==> config.mk <==
export PLATFORM = sky130hd
export DESIGN_NAME = instr_fetch
export DESIGN_NICKNAME = d
export VERILOG_FILES = /design/src/rtl/instr_fetch.sv
export SDC_FILE = /design/constraint.sdc
export NUM_CORES = 1
export LEC_CHECK = 0
export CAP_MARGIN = 10
export CORE_MARGIN = 3
export CORE_UTILIZATION = 44
export DETAILED_ROUTE_END_ITERATION = 10
export PLACE_DENSITY = 0.89
export SLEW_MARGIN = 15
export SYNTH_ARGS = -nofsm -noshare
export SYNTH_HDL_FRONTEND = slang
export SYNTH_SLANG_ARGS = --single-unit
==> constraint.sdc <==
create_clock -name i_clk -period 3 [get_ports i_clk]
set_input_delay 0.3 -clock i_clk [delete_from_list [all_inputs] [get_ports i_clk]]
set_output_delay 0.3 -clock i_clk [all_outputs]
set_load 0.05 [all_outputs]
==> src/rtl/instr_fetch.sv <==
// Instruction fetch unit: PC register, next-PC selection and a req/gnt/rvalid
// handshake to instruction memory, with sticky misalign and timeout faults.
module instr_fetch #(
  parameter logic [31:0] RESET_PC = 32'h0000_0000,
  parameter int unsigned TIMEOUT  = 16
) (
  input  logic        i_clk,
  input  logic        i_reset,
  input  logic        i_pc_sel,
  input  logic [31:0] i_alu_data,
  input  logic        i_advance,
  output logic        o_imem_req,
  output logic [31:0] o_imem_addr,
  input  logic        i_imem_gnt,
  input  logic        i_imem_rvalid,
  input  logic [31:0] i_imem_rdata,
  output logic [31:0] o_pc,
  output logic [31:0] o_pc_four,
  output logic [31:0] o_instr,
  output logic        o_instr_vld,
  output logic        o_misalign,
  output logic        o_timeout
);

  localparam int unsigned CntW = (TIMEOUT == 0) ? 1 : $clog2(TIMEOUT + 1);
  localparam logic [CntW-1:0] CntLast = (TIMEOUT == 0) ? '0 : CntW'(TIMEOUT - 1);
  localparam logic [31:0] Nop = 32'h0000_0013;

  typedef enum logic [1:0] {StReq, StWait, StValid, StFault} state_e;

  state_e          state_q;
  logic [31:0]     pc_q;
  logic [31:0]     instr_q;
  logic            req_q;
  logic            vld_q;
  logic            misalign_q;
  logic            timeout_q;
  logic [CntW-1:0] cnt_q;
  logic [31:0]     pc_target;

  // Jump targets always have bit 0 cleared, so that bit is never looked at.
  logic unused_alu_bit0;
  assign unused_alu_bit0 = i_alu_data[0];

  always_comb begin
    pc_target = i_pc_sel ? {i_alu_data[31:1], 1'b0} : pc_q + 32'd4;
  end

  always_ff @(posedge i_clk) begin
    if (i_reset) begin
      state_q    <= StReq;
      pc_q       <= RESET_PC;
      instr_q    <= Nop;
      req_q      <= 1'b1;
      vld_q      <= 1'b0;
      misalign_q <= 1'b0;
      timeout_q  <= 1'b0;
      cnt_q      <= '0;
    end else begin
      case (state_q)
        StReq: begin
          if (i_imem_gnt) begin
            req_q <= 1'b0;
            if (i_imem_rvalid) begin
              instr_q <= i_imem_rdata;
              vld_q   <= 1'b1;
              state_q <= StValid;
            end else begin
              cnt_q   <= '0;
              state_q <= StWait;
            end
          end
        end
        StWait: begin
          if (i_imem_rvalid) begin
            instr_q <= i_imem_rdata;
            vld_q   <= 1'b1;
            state_q <= StValid;
          end else begin
            cnt_q <= cnt_q + 1'b1;
            // Checking the pre-increment count still accepts rvalid in the last wait cycle.
            if (TIMEOUT != 0 && cnt_q == CntLast) begin
              timeout_q <= 1'b1;
              state_q   <= StFault;
            end
          end
        end
        StValid: begin
          if (i_advance) begin
            vld_q <= 1'b0;
            if (pc_target[1]) begin
              misalign_q <= 1'b1;
              state_q    <= StFault;
            end else begin
              pc_q    <= pc_target;
              req_q   <= 1'b1;
              state_q <= StReq;
            end
          end
        end
        default: begin
          req_q   <= 1'b0;
          vld_q   <= 1'b0;
          state_q <= StFault;
        end
      endcase
    end
  end

  assign o_imem_req  = req_q;
  assign o_imem_addr = pc_q;
  assign o_pc        = pc_q;
  assign o_pc_four   = pc_q + 32'd4;
  assign o_instr     = instr_q;
  assign o_instr_vld = vld_q;
  assign o_misalign  = misalign_q;
  assign o_timeout   = timeout_q;

endmodule

* Word-level counts from Yosys, hierarchy flattened
Cells that the tools add are included.
W data, S select, Z words.
** Operators by class
- Add/subtract/negate cells :: 2
- Equal/unequal tests :: 9
- Muxes and demuxes :: 23
- Bitwise operators :: 3
- Reductions and logical operators :: 10
** Operators by type and width (number)
- $mux W32 :: 3
- $pmux W32 S2 :: 1
- $add A32 B3 Y32 const B :: 1
- $mux W5 :: 3
- $mux W2 :: 6
- $reduce_and A3 Y1 :: 4
- $ne A2 B2 Y1 const B :: 5
- $pmux W5 S2 :: 1
- $reduce_and A4 Y1 :: 2
- $mux W1 :: 6
- $pmux W1 S3 :: 2
- $pmux W2 S3 :: 1
- $add A5 B1 Y5 const B :: 1
- $eq A5 B4 Y1 const B :: 1
- $reduce_and A2 Y1 :: 2
- $ne A3 B3 Y1 const B :: 1
- $not A1 Y1 :: 3
- $eq A2 B1 Y1 const B :: 1
- $eq A2 B2 Y1 const B :: 1
- $logic_not A2 Y1 :: 1
- $reduce_bool A2 Y1 :: 1
** Storage, ports and cells
- Flip-flop bits (word level) :: 74
- Input bits :: 70
- Output and inout bits :: 132
- Word-level logic and storage cells :: 55

* Depth between registers and ports, before layout
Gate-level depths: netlist (run 1).
- Word-level depth :: 5
- Mapped depth :: 8
- Mapped depth without buffers :: 7

* Worst setup path after synthesis (run 1)
OpenSTA, ideal clock, no wires.
- Kind :: reg2out
- Start point :: register pc_q[15] (netlist: o_imem_addr[15])
- End point :: output port o_pc_four[29]
- Arrival :: 2.754 ns
- Setup slack :: -0.054 ns
- Cell stages (with the launch flop) :: 9
- Cells stage by stage :: dfxtp_1 buf_2 and4_1 and3_1 clkbuf_1 and3_1 clkbuf_1 and2_1 xor2_1
** On the way
- Word-level cells in the longest chain between the ends :: 1
** Ends and longest elaborated chain
- from (decl) :: line 32 : logic [31:0] pc_q;
- from (signal assigned) :: line 95 : pc_q <= pc_target;
- $add A32 B3 Y32 :: line 113 : assign o_pc_four = pc_q + 32'd4;
- to (decl) :: line 18 : output logic [31:0] o_pc_four,
Every way passes these cells.

* Worst setup path in the final report (run 1)
- Start point :: register pc_q[2] (netlist: o_imem_addr[2])
- End point :: output port o_pc_four[10]
The elaborated chain is that of the path after synthesis.

==> results.cfg, run 1 <==
[global_routing]
grt_pass1_vias = 4204
overflow = 0
grt_use_total_pct = 23.7
grt_max_degree = 76
grt_pass1_wl_mm = 20.1
antenna_found_initial = 0

[sta]
finalMaxSlewViolations = 0
rsz0062_at_grt = false
finalSetupTns_ns = 0
worstMarginPinSlew_ns = 0.703
fin_crit_sh_pct = 92.9
hold-worst-slack_ns = 0.379
maxSlewHeadroom_pct = 53.1
finalCriticalPeriod_ns = 2.79
max_freq_ghz = 0.359
hold_violations = 0
fin_skew_ns = 0.00826
setup_viol = 0

[synthesis]
synth_cells = 560
avgSynthCellArea_um2 = 7.41
synthArstFlopShare_pct = 0
synth-seq-area-share_pct = 35.2
yosysTopAreaCell = dfxtp_1
synth_seq_cells = 73
synth_top_area_share_pct = 35.2
synth_cell_types = 52
synth-edff-count = 0
synthFlopType = dfxtp_1
ys_top_cells_by_area = dfxtp_1 (35%), nand2_1 (9.1%), a21oi_1 (7.7%), buf_4 (6.7%), nor2_1 (3.7%)
synth_area_um2 = 4150
yosysWarnings = 0

[finish]
drive_gt1_share_pct = 8.77
final_cell_count_no_fill = 815
postLayoutCoreUtil_pct = 69.8
fillCellCount = 703
synthToLayoutAreaGrowth_pct = 50.3
antenna_cells = 0
final_nets = 775

[power_and_ir_drop]
switchingPower_w = 0.000855
internal-power_w = 0.00159
combinationalPowerShare_pct = 29.5
ir_worst_vdd_v = 0.000291
power.share.sequential_pct = 43.6
p_per_area_nw_per_um2 = 392
design_power_total_w = 0.00244
swShare_pct = 35.0
power_leakage_nw = 2.38
p_clk_share_pct = 26.9

[floorplan]
die_area_um2 = 10600
start_util_pct = 46.4
std_cell_rows = 34
die_w_um = 103
fp.dieH_um = 103
pin_count = 202
core_area_um2 = 8930

[clock_tree]
cts_buffers = 9
path_clk_slew_ns = 0.08
numClockSinks = 73
cts_root_buf = clkbuf_8
cts_hold_buf = 0
clock_path_buffers = 2
htree_levels = 3
clk_latency_ns = 0.33
cts_tree = done

[job]
drv_cap = 0

[placement]
dpl.cell_count = 798
gp_congestion = 0.895
place_hpwl_mm = 9.79
port_buffers = 194

[worst_setup_path]
end_kind = output pin
path_max_fanout = 9
cp.required_ns = 2.70
cp-start-kind = flip-flop
critical_path_arrival_ns = 2.49
criticalPathCategory = reg -> out

[routing]
dr.pass1.iters = 7
wl_mm = 13.0
first_iter_violations = 232
ant_nets = 0
wl_per_cell_um = 15.9
drc = 0
vias = 4507
viasPerCell = 5.53

[run_status]
run_status = complete, no violations

[worst_hold_path]
hold_path.class = in -> reg
## layout by cell type (no fill, tap or decap), types with 6 or more instances in the layout
cell type | netlist | routed
a21o_1 | 6 | 6
a21oi_1 | 64 | 63
a22oi_1 | 7 | 7
a31oi_1 | 8 | 8
and3_1 | 11 | 11
buf_12 | 0 | 15
buf_4 | 37 | 16
clkbuf_8 | 0 | 9
clkdlybuf4s50_1 | 0 | 171
conb_1 | 1 | 6
dfxtp_1 | 73 | 70
inv_1 | 12 | 12
nand2_1 | 101 | 101
nand3_1 | 20 | 20
nand4_1 | 7 | 7
nor2_1 | 41 | 41
nor3_1 | 11 | 9
o21ai_0 | 23 | 23
xnor2_1 | 16 | 15
xor2_1 | 11 | 9
## worst paths after layout
kind	startpoint	endpoint	slack, ns	cells past startpoint
worst max-delay path	o_imem_addr[2]$_SDFFE_PP0P_	o_pc_four[10]	0.21	5
worst min-delay path	i_reset	cnt_q[3]$_SDFFE_PP0P_	0.38	2
worst max register to register	o_imem_addr[2]$_SDFFE_PP0P_	o_imem_addr[18]$_SDFFE_PP0P_	0.72	7
worst min register to register	o_instr[20]$_SDFFE_PP0P_	o_instr[20]$_SDFFE_PP0P_	0.46	2
## cell usage after synthesis (all sizes together) (3+ instances only)
master	count
nand2	101
dfxtp	73
a21oi	64
buf	49
nor2	41
clkbuf	31
o21ai	25
nand3	21
xnor2	16
inv	12
and3	11
nor3	11
xor2	11
a31oi	8
nand4	8
a22oi	7
a21o	6
nor4	6
a22o	5
a32o	5
o31ai	5
and2	4
a211o	3
and4	3
ha	3
nand2b	3
nor2b	3
## layer usage
layer	global-route usage (%)	share of wire [%]	vias to the layer above
met5	0	0	-
met4	8.76	1.6	0
met3	8.12	11	18
met2	40.7	49	249
met1	27.2	39	2061
li1	-	-	2179
## through the flow
step                area [µm²]  worst slack, ns
global placement          6030            0.486
detailed placement        6030            0.403
CTS                       6200           0.0540
finish                    6230            0.212
floorplan                 4180           0.0318
global route              6230           0.0452
## critical path: stages (launching register included)
cell and delay (ns):
dfxtp_2 0.42, ha_2 0.25, and3_1 0.28, nand3_1 0.15
xnor2_1 0.23, clkdlybuf4s50_1 0.84
## power groups by stage
| stage | sequential [W] | combinational, W | clock, W |
|---|---|---|---|
| 6_report | 0.00107 | 0.000722 | 0.000658 |
| 5_1_grt | 0.00107 | 0.000764 | 0.000716 |
| 4_1_cts | 0.00106 | 0.000724 | 0.000680 |
| 3_5_place_dp | 0.00109 | 0.000720 | 0 |
| 3_3_place_gp | 0.00108 | 0.000709 | 0 |
| 2_1_floorplan | 0.00122 | 0.000316 | 0 |
## flip-flops by register name, indices dropped and copies added, names as in the netlist
register	cells
o_instr	32
o_imem_addr	30
cnt_q	5
state_q	2
o_imem_req	1
o_instr_vld	1
o_misalign	1
o_timeout	1
## cell type report
cell class | count | area [µm²] | area share (%)
clock inverter | 5 | 32.5 | 0.522
multi-input combinational | 400 | 2260 | 36.2
tap | 108 | 135 | 2.17
clock buffer | 11 | 131 | 2.11
inverter | 12 | 45.0 | 0.722
sequential | 73 | 1470 | 23.5
timing repair buffer | 206 | 2170 | 34.8
## kinds of logic (layout without fill, tap and decap cells)
kind of cell,count (synthesis),in the layout,share of synthesized area (%)
AO/OA/AOI/OAI,143,143,21.2
other,1,6,0.0904
XOR/XNOR,27,27,5.70
buffers and inverters,92,234,11.9
adder cells (fa/ha/maj),3,3,0.905
multiplexers,1,1,0.241
flip-flops,73,73,35.2
AND/OR/NAND/NOR,220,220,24.7
## what timing repair did
action | 4_1_cts | 5_1_grt
gates resized for setup | 0 | 9
setup buffers | 0 | 1
endpoints found under the setup margin | 0 | 11
No activity file was read; power rests on OpenSTA's default activity.
==> inputs of run 2 (changes only) <==
Settings changed: CORE_ASPECT_RATIO from default to 0.5.
==> results.cfg, run 2 (synthesis gave the netlist of run 1 again) <==
[clock_tree]
htree_levels = 3
cts_buffers = 9
clk_latency_ns = 0.34
cts_tree = done
cts_hold_buf = 0
numClockSinks = 73
cts_root_buf = clkbuf_16
path_clk_slew_ns = 0.06
clock_path_buffers = 2

[sta]
fin_ws_ns = 0.153
max_freq_ghz = 0.351
fin_skew_ns = 0.00575
rsz0062_at_grt = false
finalMaxSlewViolations = 0
setup_viol = 0
maxSlewHeadroom_pct = 50.7
finalCriticalPeriod_ns = 2.85
fin_crit_sh_pct = 94.9
finalSetupTns_ns = 0
hold-worst-slack_ns = 0.421
worstMarginPinSlew_ns = 0.740
hold_violations = 0

[finish]
multi_input_area_um2 = 2240
final_common_cell = clkdlybuf4s50_1
final_nets = 775
mostFrequentLayoutCells = clkdlybuf4s50_1 (171), nand2_1 (101), dfxtp_1 (72)
regArea_um2 = 1460
drive_gt1_share_pct = 8.35
fillCellCount = 677
antenna_cells = 0
postLayoutCoreUtil_pct = 71.7
largest_reg_flops = 32
synthToLayoutAreaGrowth_pct = 54.6

[routing]
vias = 4455
viasPerCell = 5.41
wl_met3_um = 981
ant_nets = 0
wl_per_cell_um = 15.3
drt-met1-wl_mm = 5.05
dr.pass1.iters = 4
drc = 0
met2WireLength_mm = 6.41
wl_mm = 12.6
first_iter_violations = 286
dr.max_layer_used = met4

[floorplan]
fp.dieH_um = 74.7
std_cell_rows = 24
die_area_um2 = 10700
die_w_um = 143
core_area_um2 = 8950
start_util_pct = 46.4
pin_count = 202

[job]
drv_cap = 0

[worst_setup_path]
end_kind = output pin
path_buf_inv = 1
path_max_fanout = 8
cp.required_ns = 2.70
reg2reg_depth = 7
cp-start-kind = flip-flop
critical_path_arrival_ns = 2.55
slowest_stage = clkdlybuf4s50_1
cp_top_family = buffers and inverters
critical_path_depth = 4
crit_chain = nand4_1, nor3_1, xnor2_1, clkdlybuf4s50_1
cpPeakStageDelay_ns = 0.84
criticalPathCategory = reg -> out

[power_and_ir_drop]
combinationalPowerShare_pct = 23.6
p_clk_share_pct = 41.5
ir_worst_vdd_v = 0.000310
internal-power_w = 0.00211
design_power_total_w = 0.00305
swShare_pct = 30.7
power.share.sequential_pct = 35.0
switchingPower_w = 0.000936
power_leakage_nw = 2.45
p_per_area_nw_per_um2 = 475

[placement]
port_buffers = 194
place_hpwl_mm = 9.05
gp_congestion = 0.881
post-place-ws_ns = 0.433

[global_routing]
grt_pass1_vias = 4080
grt_use_total_pct = 22.8
grt_pass1_wl_mm = 19.8
antenna_found_initial = 0
grt_max_degree = 48
overflow = 0

[run_status]
run_status = complete, no violations

[worst_hold_path]
hold_path.class = in -> reg
hold_depth = 4
## run 2: cell types whose count changed in the layout (fill, tap and decap cells not counted), sizes merged
cell	change
clkinv	-3
bufinv	+3
inv	+2
clkbuf	-2
## run 2: metal layers
metal / vias up / GRT usage (%)
li1: 2178 / -
met1: 2102 / 27.5
met2: 161 / 40.2
met3: 14 / 7.30
met4: 0 / 6.16
met5: - / 0
## run 2: worst paths after layout
path | start | to | slack (ns)
worst min-delay path | i_pc_sel | o_imem_addr[25]$_SDFFE_PP0P_ | 0.42
worst max register to register | o_imem_addr[3]$_SDFFE_PP0P_ | o_imem_addr[18]$_SDFFE_PP0P_ | 0.69
worst min register to register | o_instr[17]$_SDFFE_PP0P_ | o_instr[17]$_SDFFE_PP0P_ | 0.45
worst max-delay path | o_imem_addr[5]$_SDFFE_PP0P_ | o_pc_four[11] | 0.15
## run 2: through the flow
step / std cells / cell area, µm²
detailed placement: 808 / 6050
finish: 824 / 6410
CTS: 824 / 6400
global placement: 808 / 6050
global route: 824 / 6410
floorplan: 565 / 4180
## run 2: what timing repair did
action	CTS	global route
setup buffers	0	0
resized for setup	0	5
endpoints found under the setup margin	0	7
## run 2: cell type report
| class | instances | share of cell area (%) |
|---|---|---|
| Multi-Input combinational cell | 400 | 34.9 |
| Inverter | 12 | 0.702 |
| Tap cell | 117 | 2.28 |
| Clock inverter | 7 | 1.95 |
| Sequential cell | 73 | 22.8 |
| Clock buffer | 9 | 3.51 |
| Timing Repair Buffer | 206 | 33.8 |
## run 2: worst register-to-register path: stages (launching register included)
cell and delay, ns:
dfxtp_1 0.46, ha_2 0.29, nand3_1 0.22, nor4_4 0.20, buf_4 0.23, nand4_1 0.19
or4_1 0.50, a31oi_1 0.16
## run 2: power by group through the flow
stage	Combinational, W	Sequential, W	Clock (W)
detailed placement	0.000719	0.00109	0
global placement	0.000710	0.00108	0
CTS	0.000722	0.00106	0.00128
floorplan	0.000316	0.00122	0
global route	0.000761	0.00107	0.00132
finish	0.000719	0.00107	0.00126
==> inputs of run 3 (changes only) <==
Settings changed: SKIP_CTS_REPAIR_TIMING from default to 1.
==> results of run 3 <==
Same layout as run 2: the final DEF is identical, and so are final timing and power.
